<file path="config.mk">
export PLATFORM = sky130hd
export DESIGN_NAME = wb_sram_ctrl
export DESIGN_NICKNAME = d
export VERILOG_FILES = /design/src/rtl/wb_sram_ctrl.sv
export SDC_FILE = /design/constraint.sdc
export NUM_CORES = 1
export LEC_CHECK = 0
export CAP_MARGIN = 20
export CORE_MARGIN = 2
export CORE_UTILIZATION = 27
export CTS_BUF_LIST = sky130_fd_sc_hd__clkbuf_4 sky130_fd_sc_hd__clkbuf_8
export DETAILED_ROUTE_END_ITERATION = 16
export DONT_BUFFER_PORTS = 1
export PLACE_DENSITY = 0.42
export REMOVE_ABC_BUFFERS = 1
export SLEW_MARGIN = 20
export SYNTH_ARGS = -nofsm -noshare
export SYNTH_HDL_FRONTEND = slang
export SYNTH_SLANG_ARGS = --single-unit
</file>
<file path="constraint.sdc">
create_clock -name wb_clk_i -period 1.8 [get_ports wb_clk_i]
set_clock_uncertainty 0.15 [all_clocks]
set_input_delay 0.36 -clock wb_clk_i [delete_from_list [all_inputs] [get_ports wb_clk_i]]
set_output_delay 0.36 -clock wb_clk_i [all_outputs]
set_load 0.05 [all_outputs]
</file>
<file path="src/rtl/wb_sram_ctrl.sv">
// -----------------------------------------------------------------------------
// wb_sram_ctrl
//
// Wishbone classic slave that bridges the management-SoC bus to a 1 KB
// dual-port SRAM macro (256 words x 32 bits). Port A of the macro is read-only
// and serves every read. Port B is read/write with a byte mask and serves every
// write. Port B is never read, so its data output is not an input here.
//
// The slave decodes a 1 KB window at BASE_ADDR. The word address is
// wbs_adr_i[9:2]; byte-lane bits [1:0] are ignored. A request outside the
// window is acknowledged immediately with zero data and touches no SRAM port.
//
// Every output is driven from a flop. The macro registers its inputs on the
// clock edge, so each chip select is driven low for exactly one cycle. Read
// data appears on sram_dout_a in the cycle after the address edge.
//
// Optional feature (macro WB_SRAM_PIPE_EN):
//   When defined, an extra RD_PIPE state follows RD_WAIT. The macro output is
//   first captured into an internal register and is copied to wbs_dat_o one
//   cycle later. This gives the macro clock-to-out a full cycle. Read latency
//   becomes 4 cycles instead of 3. Writes and misses are unaffected.
//
// Parameters:
//   BASE_ADDR    window base address; bits [9:0] must be zero
//
// Ports:
//   wb_clk_i     sole clock; also clocks both SRAM ports
//   wb_rstn_i    synchronous active-low reset
//   wbs_stb_i    Wishbone strobe
//   wbs_cyc_i    Wishbone cycle
//   wbs_we_i     Wishbone write enable
//   wbs_sel_i    byte selects
//   wbs_adr_i    byte address
//   wbs_dat_i    write data
//   wbs_ack_o    one-cycle acknowledge
//   wbs_dat_o    registered read data
//   sram_csb_a   read port chip select (active-low)
//   sram_addr_a  read port word address
//   sram_dout_a  read port data
//   sram_csb_b   read/write port chip select (active-low)
//   sram_web_b   read/write port write enable (active-low)
//   sram_mask_b  read/write port byte write mask
//   sram_addr_b  read/write port word address
//   sram_din_b   read/write port write data
//   busy_o       high whenever the controller is not idle
// -----------------------------------------------------------------------------
module wb_sram_ctrl #(
  parameter logic [31:0] BASE_ADDR = 32'h3000_0000
) (
  input  logic        wb_clk_i,
  input  logic        wb_rstn_i,
  input  logic        wbs_stb_i,
  input  logic        wbs_cyc_i,
  input  logic        wbs_we_i,
  input  logic [3:0]  wbs_sel_i,
  input  logic [31:0] wbs_adr_i,
  input  logic [31:0] wbs_dat_i,
  output logic        wbs_ack_o,
  output logic [31:0] wbs_dat_o,
  output logic        sram_csb_a,
  output logic [7:0]  sram_addr_a,
  input  logic [31:0] sram_dout_a,
  output logic        sram_csb_b,
  output logic        sram_web_b,
  output logic [3:0]  sram_mask_b,
  output logic [7:0]  sram_addr_b,
  output logic [31:0] sram_din_b,
  output logic        busy_o
);

  typedef enum logic [2:0] {
    S_IDLE    = 3'd0,
    S_WR      = 3'd1,
    S_RD      = 3'd2,
    S_RD_WAIT = 3'd3,
    S_RD_PIPE = 3'd4,
    S_ACK     = 3'd5
  } state_t;

  state_t      state_q, state_d;
  logic        ack_q, ack_d;
  logic [31:0] dat_q, dat_d;
  logic        busy_q, busy_d;
  logic        csb_a_q, csb_a_d;
  logic [7:0]  addr_a_q, addr_a_d;
  logic        csb_b_q, csb_b_d;
  logic        web_b_q, web_b_d;
  logic [3:0]  mask_b_q, mask_b_d;
  logic [7:0]  addr_b_q, addr_b_d;
  logic [31:0] din_b_q, din_b_d;

`ifdef WB_SRAM_PIPE_EN
  // Holds the macro output for one cycle before it reaches wbs_dat_o.
  logic [31:0] rd_pipe_q, rd_pipe_d;
`endif

  logic hit;
  logic req;
  logic unused_adr;

  assign hit = (wbs_adr_i[31:10] == BASE_ADDR[31:10]);
  // The ack term prevents a new request from being sampled while the current
  // acknowledge is still on the bus.
  assign req = wbs_stb_i & wbs_cyc_i & ~ack_q;
  assign unused_adr = ^wbs_adr_i[1:0];

  // ---------------------------------------------------------------------------
  // Next-state and next-output logic
  // ---------------------------------------------------------------------------
  always_comb begin
    state_d  = state_q;
    ack_d    = 1'b0;
    dat_d    = dat_q;
    csb_a_d  = 1'b1;
    addr_a_d = addr_a_q;
    csb_b_d  = 1'b1;
    web_b_d  = 1'b1;
    mask_b_d = mask_b_q;
    addr_b_d = addr_b_q;
    din_b_d  = din_b_q;
`ifdef WB_SRAM_PIPE_EN
    rd_pipe_d = rd_pipe_q;
`endif

    unique case (state_q)
      S_IDLE: begin
        if (req) begin
          if (hit && wbs_we_i) begin
            state_d  = S_WR;
            csb_b_d  = 1'b0;
            web_b_d  = 1'b0;
            mask_b_d = wbs_sel_i;
            addr_b_d = wbs_adr_i[9:2];
            din_b_d  = wbs_dat_i;
          end else if (hit) begin
            state_d  = S_RD;
            csb_a_d  = 1'b0;
            addr_a_d = wbs_adr_i[9:2];
          end else begin
            // Out-of-window access: acknowledge at once with zero data.
            state_d = S_ACK;
            ack_d   = 1'b1;
            dat_d   = 32'h0;
          end
        end
      end

      S_WR: begin
        // The macro captures the write at this edge whatever cyc does. Only
        // the acknowledge is dropped when the master has abandoned the cycle.
        if (wbs_cyc_i) begin
          state_d = S_ACK;
          ack_d   = 1'b1;
        end else begin
          state_d = S_IDLE;
        end
      end

      S_RD: begin
        state_d = wbs_cyc_i ? S_RD_WAIT : S_IDLE;
      end

      S_RD_WAIT: begin
        if (!wbs_cyc_i) begin
          state_d = S_IDLE;
        end else begin
`ifdef WB_SRAM_PIPE_EN
          rd_pipe_d = sram_dout_a;
          state_d   = S_RD_PIPE;
`else
          dat_d   = sram_dout_a;
          state_d = S_ACK;
          ack_d   = 1'b1;
`endif
        end
      end

      S_RD_PIPE: begin
`ifdef WB_SRAM_PIPE_EN
        dat_d   = rd_pipe_q;
        state_d = S_ACK;
        ack_d   = 1'b1;
`else
        state_d = S_IDLE;
`endif
      end

      S_ACK: begin
        state_d = S_IDLE;
      end

      default: begin
        state_d = S_IDLE;
      end
    endcase

    // busy_o is registered, so it follows the state being entered.
    busy_d = (state_d != S_IDLE);
  end

  // ---------------------------------------------------------------------------
  // State and output registers
  // ---------------------------------------------------------------------------
  always_ff @(posedge wb_clk_i) begin
    if (!wb_rstn_i) begin
      state_q  <= S_IDLE;
      ack_q    <= 1'b0;
      dat_q    <= 32'h0;
      busy_q   <= 1'b0;
      csb_a_q  <= 1'b1;
      addr_a_q <= 8'h0;
      csb_b_q  <= 1'b1;
      web_b_q  <= 1'b1;
      mask_b_q <= 4'h0;
      addr_b_q <= 8'h0;
      din_b_q  <= 32'h0;
    end else begin
      state_q  <= state_d;
      ack_q    <= ack_d;
      dat_q    <= dat_d;
      busy_q   <= busy_d;
      csb_a_q  <= csb_a_d;
      addr_a_q <= addr_a_d;
      csb_b_q  <= csb_b_d;
      web_b_q  <= web_b_d;
      mask_b_q <= mask_b_d;
      addr_b_q <= addr_b_d;
      din_b_q  <= din_b_d;
    end
  end

`ifdef WB_SRAM_PIPE_EN
  // This is a pure data stage. It is always overwritten before it is used,
  // so it has no reset.
  always_ff @(posedge wb_clk_i) begin
    rd_pipe_q <= rd_pipe_d;
  end
`endif

  assign wbs_ack_o   = ack_q;
  assign wbs_dat_o   = dat_q;
  assign busy_o      = busy_q;
  assign sram_csb_a  = csb_a_q;
  assign sram_addr_a = addr_a_q;
  assign sram_csb_b  = csb_b_q;
  assign sram_web_b  = web_b_q;
  assign sram_mask_b = mask_b_q;
  assign sram_addr_b = addr_b_q;
  assign sram_din_b  = din_b_q;

endmodule

</file>
==> results of run 1 <==
[cell usage after synthesis]
cell      number
buf_4          1
nand2b_1       2
nand4_2        1
a32o_1         2
a21oi_1        1
o21bai_1       1
nor2_2         1
buf_6          3
clkbuf_1      18
and2_2         1
nor4b_2        1
nor4_1         3
and4bb_2       1
nand2_1      102
and4_2         1
nand4_1        1
buf_12         5
and3_1         1
and3_4         1
nor4_2         1
mux2i_1       52
o21a_1         1
a21o_1         1
o21ai_0        1
or4_1          2
dfxtp_1       91
o41ai_4        1
a32o_2        30
nor2_1         6
and2b_2        1
nor3_1         2
nand3_1        1
a21boi_0       2
o31a_1         1
[logic make-up after synthesis]
kind of cell           Yosys count  share of synthesized area (%)
AND/OR/NAND/NOR                129                          16.13
flip-flops                      91                          51.05
buffers and inverters           27                          5.856
AO/OA/AOI/OAI                   41                          12.38
multiplexers                    52                          14.59
[stage by stage]
step / hold slack [ps] / utilization [%] / worst slack, ps / cell area (um^2)
detailed placement: 291.6 / 28.62 / -162.5 / 3745
global placement: 289.1 / 28.62 / -139.8 / 3745
floorplan: 281.8 / - / -507.4 / 3359
==> impl_metrics.json, run 1 <==
{
  "last-stage-reached": "clock tree synthesis",
  "num_io_pins": 194,
  "flow.first_error": "[ERROR RSZ-0060] Max buffer count reached.",
  "post_cts.repair.setup_buffers": 0,
  "cts.htree.levels": 3,
  "yosys.area.top_type": "dfxtp_1",
  "fp-row-count": 42,
  "cts-buffers-inserted": 9,
  "ys_ff_latch": 91,
  "clock_sinks": 91,
  "die_w_um": 119.0,
  "run_status": "aborted with a tool error",
  "synthesis.area_per_instance_um2": 10.50,
  "synth_top_cells_by_area": "dfxtp_1 (51%), mux2i_1 (15%), nand2_1 (11%)",
  "placed_cells": 504,
  "hold_buf_cts": 105,
  "place.gp.congestion": 0.7240,
  "port_buffers": 0,
  "synth-warning-count": 0,
  "netlist_instances": 340,
  "cts_max_path_buffers": 2,
  "floorplan.initialDensity_pct": 27.27,
  "root_buffer": "clkbuf_8",
  "netlist.area_leader.share_pct": 51.05,
  "post_cts_resized": 1,
  "synth.distinct_cells": 34,
  "die-height_um": 119.0,
  "dp_hpwl_um": 5602,
  "ys_seq_area_share_pct": 51.05,
  "synth_area_um2": 3568
}
==> run 2: changes to the inputs <==
Settings changed: CORE_UTILIZATION 27 to 20, CTS_BUF_LIST sky130_fd_sc_hd__clkbuf_4 sky130_fd_sc_hd__clkbuf_8 to unset, PLACE_DENSITY 0.42 to unset, PLACE_DENSITY_LB_ADDON set to 0.15.
Clock period 1.8 ns to 2.34 ns, I/O delays scaled along.
==> run 2 against run 1 <==
Net effect:
- the flow now finishes without violations
- synthesized cell count unchanged
- synthesized area unchanged
==> impl_metrics.json, run 2 <==
{
  "grt_max_degree": 134,
  "yosysMostFrequentCell": "nand2_1",
  "initial_antenna_violation_count": 0,
  "synthesis.area_per_instance_um2": 10.50,
  "final.period_utilization_pct": 83.26,
  "drc": 0,
  "post_synth_and_or_nand_nor_area_fraction_pct": 16.13,
  "ff2ff_path_depth": 4,
  "internal-power_w": 0.002520,
  "final_layout_size_suffix_gt1_share_pct": 18.93,
  "port_buffers": 0,
  "routed_wirelength_um": 8835,
  "slew-limit-headroom_pct": 52.74,
  "timing.critical_path.slowest_stage_cell": "nor2_2",
  "worstSetupStartpointType": "flop",
  "placeableCoreArea_um2": 17360,
  "placed_cell_area_um2": 3749,
  "max-vdd-ir-drop_mv": 0.3442,
  "finalHoldWorstSlack_ps": 49.35,
  "worstPathArrival_ps": 2090,
  "finish.cell_count_without_fillers": 563,
  "num_io_pins": 194,
  "synth_compound_gate_area_share_pct": 12.38,
  "post_synth_fa_ha_maj_area_fraction_pct": 0,
  "design.die.area_um2": 18930,
  "rsz0062_at_grt": "false",
  "worst-slew-pin-transition_ps": 708.2,
  "fillerInstances": 1864,
  "root_buffer": "clkbuf_16",
  "netlist_instances": 340,
  "avgRoutedWirePerCell_um": 15.69,
  "critical_path.cell_chain": "nand2_1 > nor2_2 > buf_4 > a32o_2",
  "main_combinational_cell_family_by_area_after_synthesis": "simple AND/OR/NAND/NOR gates",
  "layout.cells.most_common": "nand2_1",
  "whs_path_depth": 1,
  "clockPowerShare_pct": 48.7,
  "ys_ff_latch": 91,
  "grt_remaining_overflow": 0,
  "layout.cells.most_common_list": "nand2_1 (102), dfxtp_1 (91), mux2i_1 (52), a32o_2 (30), clkbuf_16 (9)",
  "critical_path_required_ps": 2480,
  "dp_hpwl_um": 6156,
  "clock_pin_slew_on_the_worst_setup_and_hold_paths_ps": 60,
  "worst-path-buf-inv": 1,
  "design_area_um2": 4059,
  "critical_path.max_fanout": 20,
  "finalHoldViolCount": 0,
  "floorplan.initialDensity_pct": 20.56,
  "netlist.area_leader.share_pct": 51.05,
  "syn_to_final_growth_pct": 13.74,
  "synth.mux.area_fraction_pct": 14.59,
  "post_cts.repair.setup_buffers": 0,
  "critical-path-top-delay-family": "simple AND/OR/NAND/NOR gates",
  "die_w_um": 137.6,
  "power.sequential.fraction_pct": 48.9,
  "ys_top_cells_by_count": "nand2_1 (102), dfxtp_1 (91), mux2i_1 (52)",
  "drt.antenna.violating_nets": 0,
  "synth_area_um2": 3568,
  "setup_viol_count_final": 0,
  "tns_ps": 0,
  "synth-edff-count": 0,
  "post-layout-total-power_w": 0.003190,
  "p_sw_w": 0.0006698,
  "timing_max_transition_violations_final": 0,
  "vias_per_cell": 4.369,
  "comb_power_share_pct": 2.5,
  "worstSetupPathDepth": 4,
  "insertion_delay_ps": 340,
  "fmax_ghz": 0.5133,
  "place.gp.congestion": 0.6978,
  "synth_top_flop_cell": "dfxtp_1",
  "cts_max_path_buffers": 2,
  "timing.critical_path.slowest_cell_delay_ps": 590,
  "clock_sinks": 91,
  "cap_violations": 0,
  "post_cts_resized": 0,
  "yosys.area.top_type": "dfxtp_1",
  "grt_pass1_wl_um": 12760,
  "die-height_um": 137.6,
  "power.leakage_nw": 1.583,
  "n_antenna_cell": 0,
  "detailroute.via_count": 2460,
  "cts-buffers-inserted": 9,
  "ys_seq_area_share_pct": 51.05,
  "dr.first_iter.drc_count": 107,
  "globalRouteTotalUtil_pct": 9.021,
  "placed_cells": 547,
  "worst_setup_path_end_kind": "flop",
  "switching_share_pct": 21.00,
  "tritoncts_clock_tree": "done",
  "first_pass_iters": 4,
  "synth.distinct_cells": 34,
  "power_density_nw_per_um2": 785.8,
  "synth-warning-count": 0,
  "worst-setup-path-type": "reg -> reg",
  "first_global_vias": 2405,
  "synth_top_cells_by_area": "dfxtp_1 (51%), mux2i_1 (15%), nand2_1 (11%)",
  "synth_async_sr_flop_share_pct": 0,
  "hold_path.class": "in -> reg",
  "design.final.nets": 438,
  "hold_buf_cts": 0,
  "run_status": "finished, final reports clean",
  "period_minus_slack_ps": 1948,
  "cts.htree.levels": 3,
  "fp-row-count": 48,
  "synth_xor_xnor_area_share_pct": 0
}
-- run 2: cell counts after synthesis --
Identical to the previous run, type by type.
-- run 2: power by group through the flow --
stage | Sequential [W] | Clock, W | Combinational, W
after floorplan | 0.00160 | 0 | 0.0000503
after global placement | 0.00159 | 0 | 0.0000806
after detailed placement | 0.00159 | 0 | 0.0000803
after CTS | 0.00156 | 0.00162 | 0.0000815
after global routing | 0.00156 | 0.00166 | 0.0000903
final | 0.00156 | 0.00155 | 0.0000788
-- run 2: final cells by class --
cell class | count | area [um^2] | share of cell area [%]
Clock buffer | 11 | 232.7 | 5.734
Tap cell | 225 | 281.5 | 6.936
Sequential cell | 91 | 1822 | 44.88
Multi-Input combinational cell | 222 | 1540 | 37.95
Timing Repair Buffer | 9 | 105.1 | 2.589
Clock inverter | 5 | 77.57 | 1.911
-- run 2: per-layer routing --
layer | up-vias | global-route usage [%] | wire (um)
met2 | 116 | 14.87 | 4342
met3 | 14 | 3.790 | 816
met1 | 1148 | 9.820 | 3490
li1 | 1182 | - | -
met4 | 0 | 4.868 | 186
met5 | - | 0 | 0
-- run 2: per-stage QoR --
step	setup slack, ps	utilization, %
floorplan	-75.40	-
CTS	297.6	23.39
detailed placement	151.9	21.60
global route	188.5	23.39
finish	391.7	23.39
global placement	205.3	21.60
-- run 2: path summary, 6_finish.rpt --
path | startpoint | to | slack [ps]
max | state_q[1]$_SDFF_PN0_ | wbs_dat_o[28]$_SDFFE_PN0P_ | 390
min | wbs_we_i | sram_web_b$_SDFF_PN1_ | 50
max reg2reg | state_q[1]$_SDFF_PN0_ | wbs_dat_o[28]$_SDFFE_PN0P_ | 390
min reg2reg | state_q[0]$_SDFF_PN0_ | wbs_ack_o$_SDFF_PN0_ | 390
-- run 2: cell families after synthesis --
family / after synthesis
buf+inv: 27
compound gates: 41
mux: 52
flops: 91
simple gates: 129
-- run 2: worst reg2reg max path, cell delays in order (launching register included) --
cell	delay, ps
dfxtp_1	480
nand2_1	150
nor2_2	590
buf_4	370
a32o_2	160
(Power assumes the default switching activity.)
==> run 3: changes to the inputs <==
Clock period 2.34 ns to 1.63 ns, I/O delays scaled along.
==> run 3 against run 2 <==
Net effect:
- the flow now finishes with violations (setup timing)
- setup slack lost 580 ps
- cell area grew 30%
- die area is the same
- sequential share of layout area shrank 10 points
- worst hold slack lost 34 ps
- combinational power grew to 4.4 times the previous value
- register-to-register slack lost 580 ps
- count of clock-buffer cells in the layout shrank 1
- flip-flop and latch count is the same
- first-iteration DRC count shrank 15%
- sequential power grew 44%
- total power grew 53%
- critical path type unchanged
- largest cell class unchanged
==> impl_metrics.json, run 3 (synthesized netlist as in run 2, its figures left out) <==
{
  "run_status": "finished, violations left",
  "failed_checks": "setup timing",
  "detailroute.via_count": 2896,
  "insertion_delay_ps": 340,
  "die-height_um": 137.6,
  "final_layout_size_suffix_gt1_share_pct": 16.45,
  "grt_remaining_overflow": 0,
  "critical_path_required_ps": 1750,
  "tns_ps": -9328,
  "grt_max_degree": 134,
  "cp-endpoint": "sram_din_b[25]$_SDFFE_PN0P_",
  "timing.critical_path.slowest_stage_cell": "dfxtp_2",
  "cts.htree.levels": 3,
  "syn_to_final_growth_pct": 47.76,
  "hold_path.class": "in -> reg",
  "period_minus_slack_ps": 1817,
  "grt_pass1_wl_um": 14440,
  "cts-buffers-inserted": 9,
  "ff2ff_path_depth": 6,
  "clock_pin_slew_on_the_worst_setup_and_hold_paths_ps": 70,
  "finalHoldViolCount": 0,
  "worstPathArrival_ps": 1940,
  "placed_cell_area_um2": 3834,
  "routed_wirelength_um": 9840,
  "root_buffer": "clkbuf_16",
  "design.final.nets": 556,
  "place.gp.congestion": 0.6579,
  "design.die.area_um2": 18930,
  "globalRouteTotalUtil_pct": 10.02,
  "initial_antenna_violation_count": 0,
  "power_density_nw_per_um2": 923.7,
  "timing_max_transition_violations_final": 0,
  "drc": 0,
  "worst_r2r_startpoint": "state_q[0]$_SDFF_PN0_",
  "num_io_pins": 194,
  "n_antenna_cell": 0,
  "critical_path.max_fanout": 23,
  "worst_setup_path_startpoint": "state_q[0]$_SDFF_PN0_",
  "first_pass_iters": 4,
  "fp-row-count": 48,
  "finalHoldWorstSlack_ps": 15.14,
  "layout.cells.most_common": "dlygate4sd3_1",
  "rsz0062_at_grt": "true",
  "first_global_vias": 2997,
  "cap_violations": 0,
  "tritoncts_clock_tree": "done",
  "worstReg2RegEnd": "sram_din_b[25]$_SDFFE_PN0P_",
  "slew-limit-headroom_pct": 34.16,
  "die_w_um": 137.6,
  "max-vdd-ir-drop_mv": 0.5691,
  "cts_max_path_buffers": 2,
  "final_critical_path_setup_slack_ps": -187.1,
  "placeableCoreArea_um2": 17360,
  "worst_setup_path_end_kind": "flop",
  "timing.critical_path.slowest_cell_delay_ps": 330,
  "worstSetupStartpointType": "flop",
  "fmax_ghz": 0.5503,
  "port_buffers": 0,
  "layout.cells.most_common_list": "dlygate4sd3_1 (110), nand2_1 (102), dfxtp_1 (90), mux2i_1 (52), a32o_2 (30)",
  "vias_per_cell": 4.253,
  "dp_hpwl_um": 6171,
  "layout.core_utilization_pct": 30.38,
  "clock_sinks": 91,
  "setup_viol_count_final": 79,
  "dr.first_iter.drc_count": 91,
  "worst-slew-pin-transition_ps": 984.3,
  "power.leakage_nw": 2.052,
  "floorplan.initialDensity_pct": 20.56,
  "avgRoutedWirePerCell_um": 14.45,
  "worst-setup-path-type": "reg -> reg",
  "drt.antenna.violating_nets": 0,
  "final.period_utilization_pct": 111.5,
  "critical_path.cell_chain": "nor4b_2 > buf_4 > and3_1 > and3_4 > buf_12 > mux2i_1",
  "worst_hold_startpoint": "wbs_adr_i[9]",
  "ff2ff_setup_slack_ps": -190,
  "design_area_um2": 5273
}
run 3: changes by cell type in the layout (fill, tap and decap cells not counted), sizes merged:
cell | previous run | this run
clkinvlp | 1 | 2
clkbuf | 11 | 10
dlygate4sd3 | 0 | 110
buf | 9 | 17
run 3: how the worst min path moves through the flow:
stage	endpoint	slack, ps	cells past startpoint
after global routing	wbs_dat_o[8]$_SDFFE_PN0P_	5	1
after floorplan	sram_web_b$_SDFF_PN1_	250	1
final	sram_addr_a[7]$_SDFFE_PN0P_	20	2
after detailed placement	sram_web_b$_SDFF_PN1_	250	1
after global placement	sram_web_b$_SDFF_PN1_	260	1
after CTS	sram_web_b$_SDFF_PN1_	-100	1
run 3: per-stage QoR:
| step | setup WS [ps] | total power, W | std cells |
|---|---|---|---|
| floorplan | -643.4 | 0.002367 | 313 |
| global placement | -300.3 | 0.002409 | 555 |
| detailed placement | -298.5 | 0.002411 | 555 |
| CTS | -174.7 | 0.004997 | 681 |
| global route | -236.7 | 0.005089 | 681 |
| finish | -187.1 | 0.004870 | 681 |
run 3: repair_timing:
item	in CTS	in global routing
hold buffers	109	1
buffers inserted	1	0
hold endpoints to repair	90	24
resized for setup	1	1
setup endpoints to repair	76	79
run 3: report_power, final:
group | internal (W) | switching, W
sequential | 0.00223 | 0.00000926
combinational | 0.000227 | 0.000116
clock | 0.00139 | 0.000904
run 3: routing by layer:
metal  vias up  track usage, %  part of all wire (%)
li1       1418               -                     -
met1      1353           10.69                    40
met2       111           17.33                    49
met3        14           2.943                   7.9
met4         0           6.243                   2.5
met5         -               0                     0
run 3: final cells by class:
type / count / area, um^2
fillers: 1786 / 12080
flip-flops and latches: 91 / 1823
multi-input cells: 222 / 1549
repair buffers: 127 / 1291
well taps: 225 / 281.5
clock buffers: 10 / 239.0
clock inverters: 6 / 88.84
run 3: worst max-delay path, delay by kind of cell (launching register included):
family / cells / cell delay [ps]
multiplexers: 1 / 220
flip-flops: 1 / 330
AND/OR/NAND/NOR: 3 / 650
buffers and inverters: 2 / 360
==> run 4: changes to the inputs <==
Clock period 1.63 ns to 1.5 ns, I/O delays scaled along.
==> run 4 against run 3 <==
Net effect:
- synthesized area is the same
- the flow now stops in clock tree synthesis
- synthesized cell count is the same
==> impl_metrics.json, run 4 <==
{
  "run_status": "aborted with a tool error",
  "last-stage-reached": "clock tree synthesis",
  "flow.first_error": "[ERROR RSZ-0060] Max buffer count reached.",
  "dp_worst_setup_slack_ps": -422.4,
  "hold_buf_cts": 119,
  "synth_top_flop_cell": "dfxtp_1",
  "port_buffers": 0,
  "die_w_um": 137.6,
  "netlist.area_leader.share_pct": 51.05,
  "floorplan.initialDensity_pct": 20.56,
  "place.gp.congestion": 0.6801,
  "synth_top_cells_by_area": "dfxtp_1 (51%), mux2i_1 (15%), nand2_1 (11%)",
  "yosys.area.top_type": "dfxtp_1",
  "synth_area_um2": 3568,
  "synth.distinct_cells": 34,
  "clock_sinks": 91,
  "synthesis.area_per_instance_um2": 10.50,
  "cts_max_path_buffers": 2,
  "ys_ff_latch": 91,
  "cts-buffers-inserted": 9,
  "post_cts.repair.setup_buffers": 1,
  "synth-edff-count": 0,
  "die-height_um": 137.6,
  "synth-warning-count": 0,
  "dp_hpwl_um": 6221,
  "ys_top_cells_by_count": "nand2_1 (102), dfxtp_1 (91), mux2i_1 (52)",
  "cts.htree.levels": 3,
  "netlist_instances": 340,
  "synth_async_sr_flop_share_pct": 0,
  "ys_seq_area_share_pct": 51.05,
  "fp-row-count": 48,
  "yosysMostFrequentCell": "nand2_1",
  "num_io_pins": 194,
  "post_cts_resized": 7,
  "root_buffer": "clkbuf_16"
}
run 4: stage by stage:
stage,cell area (um^2),TNS (ps),std cells,util [%],hold slack [ps]
floorplan,3359,-52540,313,-,221.8
global placement,3984,-33910,575,22.95,229.8
detailed placement,3984,-33800,575,22.95,236.2
run 4: cell families after synthesis:
family	synth area share [%]
flip-flops	51.05
AND/OR/NAND/NOR	16.13
AO/OA/AOI/OAI	12.38
buffers and inverters	5.856
multiplexers	14.59
==> RTL change 1 (settings of run 2) <==
The 6 states of `state_t` get a one-hot encoding in 6 bits.
--- a/src/rtl/wb_sram_ctrl.sv
+++ b/src/rtl/wb_sram_ctrl.sv
@@ -69,11 +69,11 @@
 );
 
-  typedef enum logic [2:0] {
-    S_IDLE    = 3'd0,
-    S_WR      = 3'd1,
-    S_RD      = 3'd2,
-    S_RD_WAIT = 3'd3,
-    S_RD_PIPE = 3'd4,
-    S_ACK     = 3'd5
+  typedef enum logic [5:0] {
+    S_IDLE    = 6'b000001,
+    S_WR      = 6'b000010,
+    S_RD      = 6'b000100,
+    S_RD_WAIT = 6'b001000,
+    S_RD_PIPE = 6'b010000,
+    S_ACK     = 6'b100000
   } state_t;
 
Behaviour: no difference found for any inputs over 4 cycles, from zero or initial values and one cycle with wb_rstn_i low; so few cycles prove little.
==> RTL change 1 against run 2 <==
Critical path depth did not move; wire length fell by 2.2%; power fell by 4.5%; setup slack got worse by 0.16 ns; design area rose by 6.2%; worst hold slack got worse by 0.0087 ns; count of clock-buffer cells in the layout rose by 3; area after synthesis rose by 7.5%; sequential cell count rose by 3; critical path type unchanged; largest power group unchanged.
==> RTL change 1: results (changes against run 2) <==
Run status
  – Status: completed (unchanged)

Global route
  – Maximum number of pins on one net before global-route repair: 132 (was 134)
  – Global-route usage over all layers: 8.34% (was 9.02%)
  – First-pass GRT wire length: 13000 µm (was 12800 µm)
  – Vias in the first global route: 2452 (was 2405)

Hold path
  – Worst Hold Endpoint: sram_web_b (unchanged)
  – HP Start: wbs_we_i (unchanged)
  – Worst hold path depth: 1 (unchanged)

Cells and area
  – Share of layout cells above drive strength 1: 6.72% (was 18.9%)
  – Nets: 473 (was 438)

Drt
  – Wirelength per Cell: 14.3 µm (was 15.7 µm)
  – Vias per inst: 4.27 (was 4.37)
  – Drt first pass iters: 4 (unchanged)
  – Initial DRC count: 107 (unchanged)

Critical path
  – CP max stage cell: or4b_4 (was nor2_2)
  – Worst R2R Setup Slack: 0.23 ns (was 0.39 ns)
  – Worst-path maximum fanout: 6 (was 20)
  – RR Startpoint: state_q[1] (unchanged)
  – Critical path arrival: 2.26 ns (was 2.09 ns)
  – CP top delay family: simple AND/OR/NAND/NOR gates (unchanged)
  – Critical Path End: state_q[2] (was wbs_dat_o[28])

Placement
  – Detailed Place HPWL: 5920 µm (was 6160 µm)
  – GPL Wtd Cong: 0.681 (was 0.698)
  – Placement Setup Slack: 0.0566 ns (was 0.152 ns)

Power and ir drop
  – Switch Pwr: 638 µW (was 670 µW)
  – Sequential cell power: 1.61 mW (was 1.56 mW)
  – Peak VDD IR: 0.000293 V (was 0.000344 V)
  – Comb pwr share: 2.1% (was 2.5%)
  – Leakage: 1.73 nW (was 1.58 nW)

Clock tree
  – Post_cts resized: 0 (unchanged)
  – Clock tree root buffer cell: clkbuf_16 (unchanged)
  – # Post-CTS Setup Buffers: 0 (unchanged)
  – Cts bufs inserted: 9 (unchanged)

Yosys
  – Synth top cells by count: nand2_1, dfxtp_1, mux2i_1 (unchanged)
  – YS warnings: 0 (unchanged)
  – Register area share after synthesis: 49.1% (was 51.1%)
  – Synth top area cells: dfxtp_1, mux2i_1, nand2_1 (unchanged)
  – Asr flop ratio synth: 0% (unchanged)
  – Synth cell types: 36 (was 34)
  – Post-synthesis adder-cell area fraction: 0% (unchanged)
  – Post-synthesis mux area share: 21.9% (was 14.6%)
  – Synth Flop Type: dfxtp_1 (unchanged)
  – Compound-Gate Fraction of Synth Area: 1.83% (was 12.4%)
  – Post-Synth XOR/XNOR Area: 0.457% (was 0%)

STA
  – Min Tclk post-route: 2.11 ns (was 1.95 ns)
  – Least-Margin Pin Slew: 0.557 ns (was 0.708 ns)
-- RTL change 1: area by class of cell --
type	instances	area, µm²
repair buffers	7	90.1
clock buffers	14	264
clock inverters	1	5.00
inverters	1	3.75
flip-flops and latches	94	1880
well taps	234	293
fillers	2041	14500
multi-input cells	255	1770
-- RTL change 1: metrics by stage --
step / instances / power, mW / area (µm²) / hold WS [ns] / TNS, ns
floorplan: 350 / 1.70 / 3650 / 0.310 / -53.70
global placement: 591 / 1.71 / 4040 / 0.358 / 0
detailed placement: 591 / 1.71 / 4040 / 0.348 / 0
CTS: 606 / 3.13 / 4310 / 0.0176 / 0
global route: 606 / 3.19 / 4310 / 0.0176 / 0
finish: 606 / 3.05 / 4310 / 0.0407 / 0
-- RTL change 1: metal layers --
layer,up-vias,share of wire (%),GRT usage (%)
li1,1261,-,-
met1,1200,40,9.43
met2,115,45,12.6
met3,9,13,5.25
met4,0,1.5,3.28
met5,-,0,0
==> RTL change 2 (flow settings as in run 2) <==
Without the edit above. Add a define of `WB_SRAM_PIPE_EN`.
--- a/src/rtl/wb_sram_ctrl.sv
+++ b/src/rtl/wb_sram_ctrl.sv
@@ -45,4 +45,6 @@
 //   busy_o       high whenever the controller is not idle
 // -----------------------------------------------------------------------------
+`define WB_SRAM_PIPE_EN
+
 module wb_sram_ctrl #(
   parameter logic [31:0] BASE_ADDR = 32'h3000_0000
Formal check against the unedited RTL: not equivalent (a bounded check fails within 4 cycles, from zero or initial values and one cycle with wb_rstn_i low).
==> RTL change 2 against run 2 <==
Setup slack got worse by 0.051 ns; power up 70%; area after synthesis grew 29%; wire length rose by 28%; sequential power rose by 60%; design area grew 42%; global-route usage rose by 0.29 points; sequential cell count is 32 higher; critical endpoint is now sram_din_b[12].
==> RTL change 2: results (changes against run 2) <==
Placement
  – Detailed Place HPWL: 7110 µm (was 6160 µm)
  – Placed cell areas: 0.00485 mm² (was 0.00375 mm²)
  – GPL Wtd Cong: 0.696 (was 0.698)

Critical path
  – RR Startpoint: state_q[2] (was state_q[1])
  – Worst-path maximum fanout: 44 (was 20)
  – FF-to-FF path depth: 5 (was 4)
  – Worst R2R Setup Slack: 0.34 ns (was 0.39 ns)
  – R2R Path End: sram_din_b[12] (was wbs_dat_o[28])

Hold path
  – Worst hold path depth: 2 (was 1)
  – HP Start: wbs_dat_i[29] (was wbs_we_i)

Cells and area
  – FILL cells: 2372 (was 1864)
  – Nets: 515 (was 438)

Yosys
  – Register area share after synthesis: 60.4% (was 51.1%)
  – Compound-Gate Fraction of Synth Area: 9.07% (was 12.4%)
  – Post-synthesis mux area share: 11.5% (was 14.6%)

Drt
  – Initial DRC count: 123 (was 107)
  – Metal3 WL: 1560 µm (was 816 µm)
  – Wirelength per Cell: 15.9 µm (was 15.7 µm)
  – Wire length on met1: 4320 µm (was 3490 µm)
  – Metal2 WL: 5230 µm (was 4340 µm)
  – Vias per inst: 4.29 (was 4.37)

Global route
  – Met2 GRT Util: 15.1% (was 14.9%)
  – Vias in the first global route: 3200 (was 2405)
  – Maximum number of pins on one net before global-route repair: 102 (was 134)
  – Global-route usage over all layers: 9.31% (was 9.02%)
  – Met3 Use GR: 5.89% (was 3.79%)

Clock tree
  – H-tree Lvls: 4 (was 3)
  – CTS Hold Bufs: 33 (was 0)

Power and ir drop
  – Leakage: 1.91 nW (was 1.58 nW)
  – Flop pwr share: 46.1% (was 48.9%)

Run status
  – Status: completed (unchanged)
RTL change 2: cell count changes in the layout (fill, tap and decap cells not counted), moves of 3 or more:
cell and delta:
nor4_1 -3, a32o_2 -30, a32o_1 +30, nor4_4 +3
clkbuf_16 +9, dlygate4sd3_1 +33, clkbuf_1 +3, edfxtp_1 +32
RTL change 2: how the worst max path moves through the flow:
| stage | from | to | slack (ns) |
|---|---|---|---|
| CTS | state_q[2] | sram_din_b[16] | 0.32 |
| global route | state_q[2] | sram_din_b[25] | 0.22 |
| global placement | wbs_adr_i[22] | sram_din_b[21] | 0.28 |
| finish | state_q[2] | sram_din_b[12] | 0.34 |
| floorplan | wbs_ack_o | sram_addr_b[0] | -1.20 |
| detailed placement | wbs_adr_i[11] | sram_din_b[12] | 0.21 |
RTL change 2: critical path: stages (launching register included):
cell,delay (ns)
dfxtp_1,0.40
and2b_2,0.33
nand3_4,0.11
nor4_4,0.32
buf_12,0.31
mux2i_1,0.24
RTL change 2: area by class of cell:
cell class                 count  area (µm²)  area share, %
clock buffer                  25         497           8.62
clock inverter                 7        88.8           1.54
inverter                       2        7.51          0.130
multi-input combinational    225        1600           27.8
sequential                   123        2780           48.3
tap                          285         357           6.19
timing repair buffer          41         428           7.42
RTL change 2: per-stage QoR:
stage	hold slack [ns]	setup slack [ns]	std cells
2_1_floorplan	0.282	-1.20	350
3_3_place_gp	0.284	0.278	643
3_5_place_dp	0.293	0.208	643
4_1_cts	0.0164	0.323	708
5_1_grt	0.0205	0.223	708
6_report	0.0452	0.340	708
RTL change 2: logic make-up (layout without fill, tap and decap cells):
| family | count (synthesis) | in the layout |
|---|---|---|
| AO/OA/AOI/OAI | 43 | 43 |
| multiplexers | 53 | 53 |
| buffers and inverters | 32 | 75 |
| flip-flops | 123 | 123 |
| AND/OR/NAND/NOR | 129 | 129 |
